==> src/rtl/wddl_dual_rail_sequencer.sv <==
// Drives single-ended words into a WDDL dual-rail network as alternating
// evaluation and all-zero precharge waves, and returns the sampled result with pair-integrity flags.
module wddl_dual_rail_sequencer #(
    parameter int WIDTH       = 8,
    parameter int EVAL_CYCLES = 2,
    parameter int PRE_CYCLES  = 1
) (
    input  logic             clk,
    input  logic             rst,
    input  logic             in_valid,
    output logic             in_ready,
    input  logic [WIDTH-1:0] in_data,
    output logic [WIDTH-1:0] wddl_t,
    output logic [WIDTH-1:0] wddl_f,
    input  logic [WIDTH-1:0] ret_t,
    input  logic [WIDTH-1:0] ret_f,
    output logic             out_valid,
    input  logic             out_ready,
    output logic [WIDTH-1:0] out_data,
    output logic             out_err,
    output logic             pre_err
);

    localparam int MAXC = (EVAL_CYCLES > PRE_CYCLES) ? EVAL_CYCLES : PRE_CYCLES;
    localparam int CW   = (MAXC > 1) ? $clog2(MAXC) : 1;

    typedef enum logic [1:0] {
        ST_IDLE = 2'd0,
        ST_EVAL = 2'd1,
        ST_PRE  = 2'd2
    } state_t;

    // A valid WDDL pair is 01 or 10; 00 or 11 after evaluation means a broken pair.
    function automatic logic pair_fault(input logic [WIDTH-1:0] t, input logic [WIDTH-1:0] f);
        return |(t ~^ f);
    endfunction

    function automatic logic any_rail_high(input logic [WIDTH-1:0] t, input logic [WIDTH-1:0] f);
        return |(t | f);
    endfunction

    state_t            state_q, state_d;
    logic [CW-1:0]     cnt_q, cnt_d;
    logic [WIDTH-1:0]  rail_t_q, rail_t_d;
    logic [WIDTH-1:0]  rail_f_q, rail_f_d;
    logic              out_valid_q, out_valid_d;
    logic [WIDTH-1:0]  out_data_q, out_data_d;
    logic              out_err_q, out_err_d;
    logic              pre_err_q, pre_err_d;

    assign in_ready  = (state_q == ST_IDLE) && !out_valid_q;
    assign wddl_t    = rail_t_q;
    assign wddl_f    = rail_f_q;
    assign out_valid = out_valid_q;
    assign out_data  = out_data_q;
    assign out_err   = out_err_q;
    assign pre_err   = pre_err_q;

    // Next-state, rail and result computation.
    always_comb begin
        state_d     = state_q;
        cnt_d       = cnt_q;
        rail_t_d    = {WIDTH{1'b0}};
        rail_f_d    = {WIDTH{1'b0}};
        out_data_d  = out_data_q;
        out_err_d   = out_err_q;
        pre_err_d   = pre_err_q;
        if (out_valid_q && out_ready) begin
            out_valid_d = 1'b0;
        end else begin
            out_valid_d = out_valid_q;
        end

        case (state_q)
            ST_IDLE: begin
                if (in_valid && in_ready) begin
                    state_d  = ST_EVAL;
                    cnt_d    = CW'(EVAL_CYCLES - 1);
                    rail_t_d = in_data;
                    rail_f_d = ~in_data;
                end else begin
                    state_d = ST_IDLE;
                end
            end
            ST_EVAL: begin
                if (cnt_q == {CW{1'b0}}) begin
                    out_data_d  = ret_t;
                    out_err_d   = pair_fault(ret_t, ret_f);
                    out_valid_d = 1'b1;
                    cnt_d       = CW'(PRE_CYCLES - 1);
                    state_d     = ST_PRE;
                end else begin
                    cnt_d    = cnt_q - CW'(1);
                    rail_t_d = rail_t_q;
                    rail_f_d = rail_f_q;
                end
            end
            ST_PRE: begin
                if (cnt_q == {CW{1'b0}}) begin
                    if (any_rail_high(ret_t, ret_f)) begin
                        pre_err_d = 1'b1;
                    end else begin
                        pre_err_d = pre_err_q;
                    end
                    state_d = ST_IDLE;
                end else begin
                    cnt_d = cnt_q - CW'(1);
                end
            end
            default: begin
                state_d = ST_IDLE;
                cnt_d   = {CW{1'b0}};
            end
        endcase
    end

    // State and output registers with synchronous reset.
    always_ff @(posedge clk) begin
        if (rst) begin
            state_q     <= ST_IDLE;
            cnt_q       <= {CW{1'b0}};
            rail_t_q    <= {WIDTH{1'b0}};
            rail_f_q    <= {WIDTH{1'b0}};
            out_valid_q <= 1'b0;
            out_data_q  <= {WIDTH{1'b0}};
            out_err_q   <= 1'b0;
            pre_err_q   <= 1'b0;
        end else begin
            state_q     <= state_d;
            cnt_q       <= cnt_d;
            rail_t_q    <= rail_t_d;
            rail_f_q    <= rail_f_d;
            out_valid_q <= out_valid_d;
            out_data_q  <= out_data_d;
            out_err_q   <= out_err_d;
            pre_err_q   <= pre_err_d;
        end
    end

endmodule

==> config.mk <==
export PLATFORM = sky130hd
export DESIGN_NAME = wddl_dual_rail_sequencer
export DESIGN_NICKNAME = d
export VERILOG_FILES = /design/src/rtl/wddl_dual_rail_sequencer.sv
export SDC_FILE = /design/constraint.sdc
export NUM_CORES = 1
export LEC_CHECK = 0
export BUFFER_PORTS_ARGS = -buffer_cell sky130_fd_sc_hd__buf_2
export CORE_MARGIN = 2
export CORE_UTILIZATION = 45
export DETAILED_ROUTE_END_ITERATION = 10
export PLACE_DENSITY = 0.75
export SLEW_MARGIN = 10
export SYNTH_ARGS = -nofsm -noshare
export SYNTH_HDL_FRONTEND = slang
export SYNTH_SLANG_ARGS = --single-unit
==> constraint.sdc <==
create_clock -name clk -period 1.8 [get_ports clk]
set_clock_uncertainty 0.2 [all_clocks]
set_input_delay 0.36 -clock clk [delete_from_list [all_inputs] [get_ports clk]]
set_output_delay 0.36 -clock clk [all_outputs]
set_load 0.1 [all_outputs]
==> flow_summary_export.csv, run 1 <==
group,metric,value,unit
cts,clk_pin_slew,90,ps
final_layout,final_nets,229,
critical_path,cp_cell_sequence,"nor3_4 > buf_12",
global_routing,grt_max_degree,17,
placed_design,dp_hpwl,2080,um
outcome,status,"finished, final reports clean",
final_layout,multi_input_area,520,um2
power,ir_drop,0.822,mV
placed_design,port-buffer-count,55,
placed_design,place_area,1540,um2
yosys,synth_area_leaders,"dfxtp_1 (49%), ha_1 (8.2%), nand2_1 (7.7%)",
critical_path,path_buf_inv,1,
sta,post-route-period-util,93.6,%
final_layout,drive_gt1_share,35.8,%
power,total_power,1.70,mW
final_layout,n_antenna_cell,0,
sta,fmax,0.594,GHz
critical_path,cp_top_family,"flip-flops",
yosys,synth_top_area_cell,"dfxtp_1",
worst_hold_path,min_from,"in_data[4]",
yosys,synth-simple-area-share,18.1,%
yosys,syn_area_per_cell,9.12,um2
detailed_routing,vias,1129,
yosys,synth_top_family_by_area,"simple AND/OR/NAND/NOR gates",
global_routing,grt-ovfl-total,0,
critical_path,cp.required,1240,ps
detailed_routing,drc,0,
floorplanning,start_util,48.5,%
power,power.leakage,0.822,nW
detailed_routing,viasPerCell,5.06,
global_routing,antenna_found_initial,0,
critical_path,r2r_slack,170,ps
yosys,synth_xor_area_share,0,%
critical_path,cp_data_arrival_time,1120,ps
final_layout,areaGrowthSynthToFinish,32.4,%
detailed_routing,drtIter0Drc,35,
critical_path,critPathMaxFanout,8,
yosys,synthMuxAreaShare,0.819,%
placed_design,place_congestion,0.795,
yosys,synth_compound_area_share,14.5,%
final_layout,final_area,1620,um2
cts,cts_tree,"yes",
sta,worst_slew_pin_slew,548,ps
critical_path,crit_type,"reg2out",
floorplanning,ios,56,
critical_path,start_kind,"register",
cts,htree_levels,2,
yosys,synth.top_cell.area_share,49.1,%
sta,max-slew-margin-rel,63.5,%
cts,cts-buffers-inserted,5,
critical_path,rr_endpoint,"out_err",
power,power.density,1050,nW/um2
floorplanning,die_area,3150,um2
global_routing,track_usage,18.5,%
detailed_routing,wl_per_cell,12.0,um
global_routing,grt_pass1_wl,4560,um
yosys,synth_warnings,0,
critical_path,critPathMaxStageDelay,410,ps
critical_path,critPathCaptureType,"primary output",
sta,rsz0062_at_grt,"false",
cts,cts_buffer_depth,2,
yosys,synth.distinct_cells,23,
floorplanning,die_y,56.1,um
sta,setup_violations,0,
sta,hold_viol,0,
yosys,synth_seq_cells,30,
yosys,synth_area,1220,um2
sta,finalCriticalPeriod,1680,ps
detailed_routing,finalWirelength,2680,um
sta,whs,43.3,ps
sta,fin_ws,115,ps
worst_hold_path,worstHoldPathType,"in2reg",
global_routing,grt_pass1_vias,1035,
worst_hold_path,min_path_cells,2,
final_layout,regArea,608,um2
detailed_routing,drt-pass1-iter-count,4,
floorplanning,die-width,56.1,um
sta,slew_violations,0,
floorplanning,design.core.area,2520,um2
yosys,postSynthCellCount,134,
final_layout,utilization,64.2,%
critical_path,reg2reg_depth,4,
worst_hold_path,holdPathEnd,"wddl_f[4]",
cts,cts_sinks,30,
cts,root_buffer,"clkbuf_4",
final_layout,fillers,224,
critical_path,r2r_start,"state_q[0]",
detailed_routing,drt.antenna.violating_nets,0,
yosys,synth_seq_area_share,49.1,%
yosys,synth_fa_ha_area_share,8.19,%
critical_path,crit_slowest_cell,"dfxtp_1",
placed_design,dp_slack,208,ps
cts,clk_latency,310,ps
floorplanning,row_count,18,
yosys,syn_nets,170,
run,drv_cap,0,
==> cell families (layout without fill, tap and decap cells) <==
logic type               Yosys count  after routing
AO/OA/AOI/OAI                     29             29
flip-flops                        30             30
buffers and inverters             23             82
AND/OR/NAND/NOR                   43             43
adder cells (fa/ha/maj)            8              8
multiplexers                       1              1
==> flip-flops by register name, summed over array words and instances (netlist names) <==
name,flops
cnt_q,1
wddl_t,8
state_q,2
wddl_f,8
out_data,8
out_err,1
out_valid,1
pre_err,1
==> cells in the mapped netlist, drive strengths merged <==
cell and n:
a21oi 11, a22o 8, and2 1, and4bb 1, buf 5, clkbuf 1, dfxtp 30, ha 8
inv 17, mux2i 1, nand2 25, nand2b 1, nand3b 1, nand4 4, nor2 1, nor2b 1
nor3 5, nor3b 2, o21a 1, o21ai 9, or3b 1
==> layer usage <==
metal	wire length (um)	GRT usage, %	vias up
met4	10	6.12	0
met5	0	0	-
met2	1260	30.3	58
met3	224	5.58	2
li1	-	-	563
met1	1190	23.1	506
==> worst max-delay path by stage <==
| stage | from | end | slack [ps] | depth (start not counted) |
|---|---|---|---|---|
| 6_report | state_q[1] | in_ready | 120 | 2 |
| 5_1_grt | state_q[1] | in_ready | 40 | 2 |
| 4_1_cts | state_q[1] | in_ready | 90 | 2 |
| 3_5_place_dp | rst | wddl_f[7] | 210 | 4 |
| 3_3_place_gp | state_q[1] | out_err | 270 | 3 |
| 2_1_floorplan | out_valid | in_ready | -40 | 1 |
==> cell type report <==
class | instances | area share, %
multi-input combinational | 81 | 32.1
sequential | 30 | 37.6
timing repair buffer | 58 | 19.3
tap | 30 | 2.32
inverter | 17 | 3.94
clock buffer | 7 | 4.71
==> per-stage QoR <==
| stage | setup TNS (ps) | cells |
|---|---|---|
| floorplan | -41.4 | 134 |
| global placement | 0 | 216 |
| detailed placement | 0 | 216 |
| CTS | 0 | 223 |
| global route | 0 | 223 |
| finish | 0 | 223 |
==> report_power, final <==
part / switching [mW] / leakage, nW / internal (mW)
combinational: 0.376 / 0.533 / 0.114
sequential: 0.0267 / 0.246 / 0.704
clock: 0.215 / 0.0425 / 0.267
total: 0.617 / 0.822 / 1.09
==> placed cells by master, fill, tap and decap left out <==
cell	count
a21oi_1	11
a22o_1	8
and2_1	1
and4bb_1	1
buf_12	1
buf_2	54
buf_4	3
clkbuf_16	1
clkbuf_4	5
clkbuf_8	1
dfxtp_1	28
dfxtp_4	2
ha_1	8
inv_1	17
mux2i_1	1
nand2_1	25
nand2b_1	1
nand3b_1	1
nand4_1	4
nor2_1	1
nor2b_1	1
nor3_1	4
nor3_4	1
nor3b_1	1
nor3b_4	1
o21a_1	1
o21ai_0	9
or3b_1	1
==> what timing repair did <==
item	4_1_cts	5_1_grt
hold buffers	0	0
setup endpoints to repair	1	0
gates resized for setup	2	0
setup buffers	1	0
(Power assumes the default switching activity.)
==> inputs of run 2 (changes only) <==
CTS_BUF_LIST = sky130_fd_sc_hd__clkbuf_16   (was default)
SETUP_SLACK_MARGIN = 0.2   (was default)
==> flow_summary_export.csv, run 2 (synthesis results as in run 1) <==
group,metric,value,unit
outcome,status,"finished, final reports clean",
critical_path,cp_cell_sequence,"buf_6 > nor3_4 > buf_12",
critical_path,start_kind,"register",
global_routing,antenna_found_initial,0,
final_layout,final_common_cell,"buf_2",
sta,setup_violations,0,
final_layout,drive_gt1_share,37.4,%
final_layout,utilization,69.9,%
sta,post-route-period-util,93.2,%
global_routing,met3_usage,4.88,%
sta,finalCriticalPeriod,1680,ps
critical_path,crit_slowest_cell,"dfxtp_4",
critical_path,crit_end,"in_ready",
cts,htree_levels,2,
cts,cts_tree,"yes",
placed_design,dp_slack,208,ps
global_routing,grt.busiest_layer,"met2",
detailed_routing,drtIter0Drc,31,
critical_path,cp.required,1240,ps
floorplanning,row_count,18,
final_layout,regArea,608,um2
global_routing,grt_use_met1,23.0,%
critical_path,cp_top_family,"flip-flops",
cts,clk_pin_slew,50,ps
floorplanning,die_y,56.1,um
power,power.leakage,0.856,nW
critical_path,r2r_start,"state_q[0]",
floorplanning,start_util,48.5,%
detailed_routing,drc,0,
sta,tns,0,ps
sta,hold_viol,0,
detailed_routing,vias,1144,
critical_path,rr_endpoint,"out_err",
detailed_routing,finalWirelength,2830,um
final_layout,areaGrowthSynthToFinish,44.3,%
final_layout,final_nets,231,
final_layout,mostFrequentLayoutCells,"buf_2 (36), dfxtp_1 (28), nand2_1 (24)",
sta,max-slew-margin-rel,67.8,%
placed_design,port-buffer-count,55,
sta,slew_violations,0,
global_routing,track_usage,18.6,%
critical_path,crit_type,"reg2out",
global_routing,grt-ovfl-total,0,
placed_design,place_congestion,0.795,
critical_path,critPathCaptureType,"primary output",
worst_hold_path,worstHoldPathType,"in2reg",
global_routing,use_met2,31.4,%
sta,worst_slew_pin_slew,486,ps
detailed_routing,drt.antenna.violating_nets,0,
critical_path,worst-path-stages,3,
sta,rsz0062_at_grt,"true",
critical_path,cp_data_arrival_time,1120,ps
floorplanning,ios,56,
critical_path,path_buf_inv,2,
power,power.density,1180,nW/um2
cts,clk_latency,260,ps
final_layout,multi_input_area,524,um2
global_routing,grt_pass1_vias,1047,
floorplanning,design.core.area,2520,um2
cts,cts_buffer_depth,2,
cts,cts_sinks,30,
detailed_routing,viasPerCell,5.08,
power,ir_drop,0.992,mV
critical_path,crit_start,"state_q[0]",
detailed_routing,drt-pass1-iter-count,4,
power,total_power,2.09,mW
sta,fmax,0.596,GHz
floorplanning,die_area,3150,um2
floorplanning,die-width,56.1,um
cts,root_buffer,"clkbuf_16",
sta,fin_ws,122,ps
detailed_routing,wl_per_cell,12.6,um
final_layout,fillers,203,
critical_path,critPathMaxFanout,2,
run,drv_cap,0,
placed_design,dp_hpwl,2080,um
final_layout,fin_cells,225,
cts,cts-buffers-inserted,5,
critical_path,r2r_slack,200,ps
placed_design,dp.cells,216,
global_routing,grt_pass1_wl,4610,um
critical_path,critPathMaxStageDelay,340,ps
critical_path,reg2reg_depth,4,
final_layout,n_antenna_cell,0,
global_routing,grt_max_degree,17,
run 2: routing by layer:
layer / wire, um / up-vias
li1: - / 568
met1: 1210 / 525
met2: 1400 / 49
met3: 193 / 2
met4: 23 / 0
met5: 0 / -
run 2: cell type report:
class,count,area share [%]
clock buffers,6,8.51
clock inverters,1,0.213
inverters,17,3.62
multi-input cells,81,29.7
flip-flops and latches,30,34.5
well taps,30,2.13
repair buffers,60,21.3
run 2: power breakdown:
part           internal [mW]  switching (mW)  total (mW)
clock network          0.581           0.260       0.841
logic                  0.131           0.381       0.512
registers              0.707          0.0264       0.733
run 2: stage by stage:
| step | instance area (um2) | hold slack [ps] |
|---|---|---|
| after floorplan | 1240 | 229 |
| after global placement | 1540 | 230 |
| after CTS | 1720 | 102 |
| after global routing | 1760 | 100 |
| after detailed placement | 1540 | 239 |
| final | 1760 | 98.7 |
run 2: how the worst min path moves through the flow:
stage | cells past startpoint | slack, ps | to | from
2_1_floorplan | 1 | 230 | state_q[1] | rst
3_3_place_gp | 2 | 230 | wddl_f[0] | wddl_f[0]
3_5_place_dp | 2 | 240 | wddl_f[3] | wddl_f[3]
4_1_cts | 2 | 100 | wddl_f[4] | in_data[4]
5_1_grt | 2 | 100 | wddl_f[4] | in_data[4]
6_report | 2 | 100 | wddl_f[4] | in_data[4]
run 2: what timing repair did:
item	CTS	global route
endpoints found under the hold margin	0	0
endpoints found under the setup margin	2	34
gates resized for setup	3	21
hold buffers	0	0
setup buffers	2	0
pin swaps	1	1
cloned	0	0
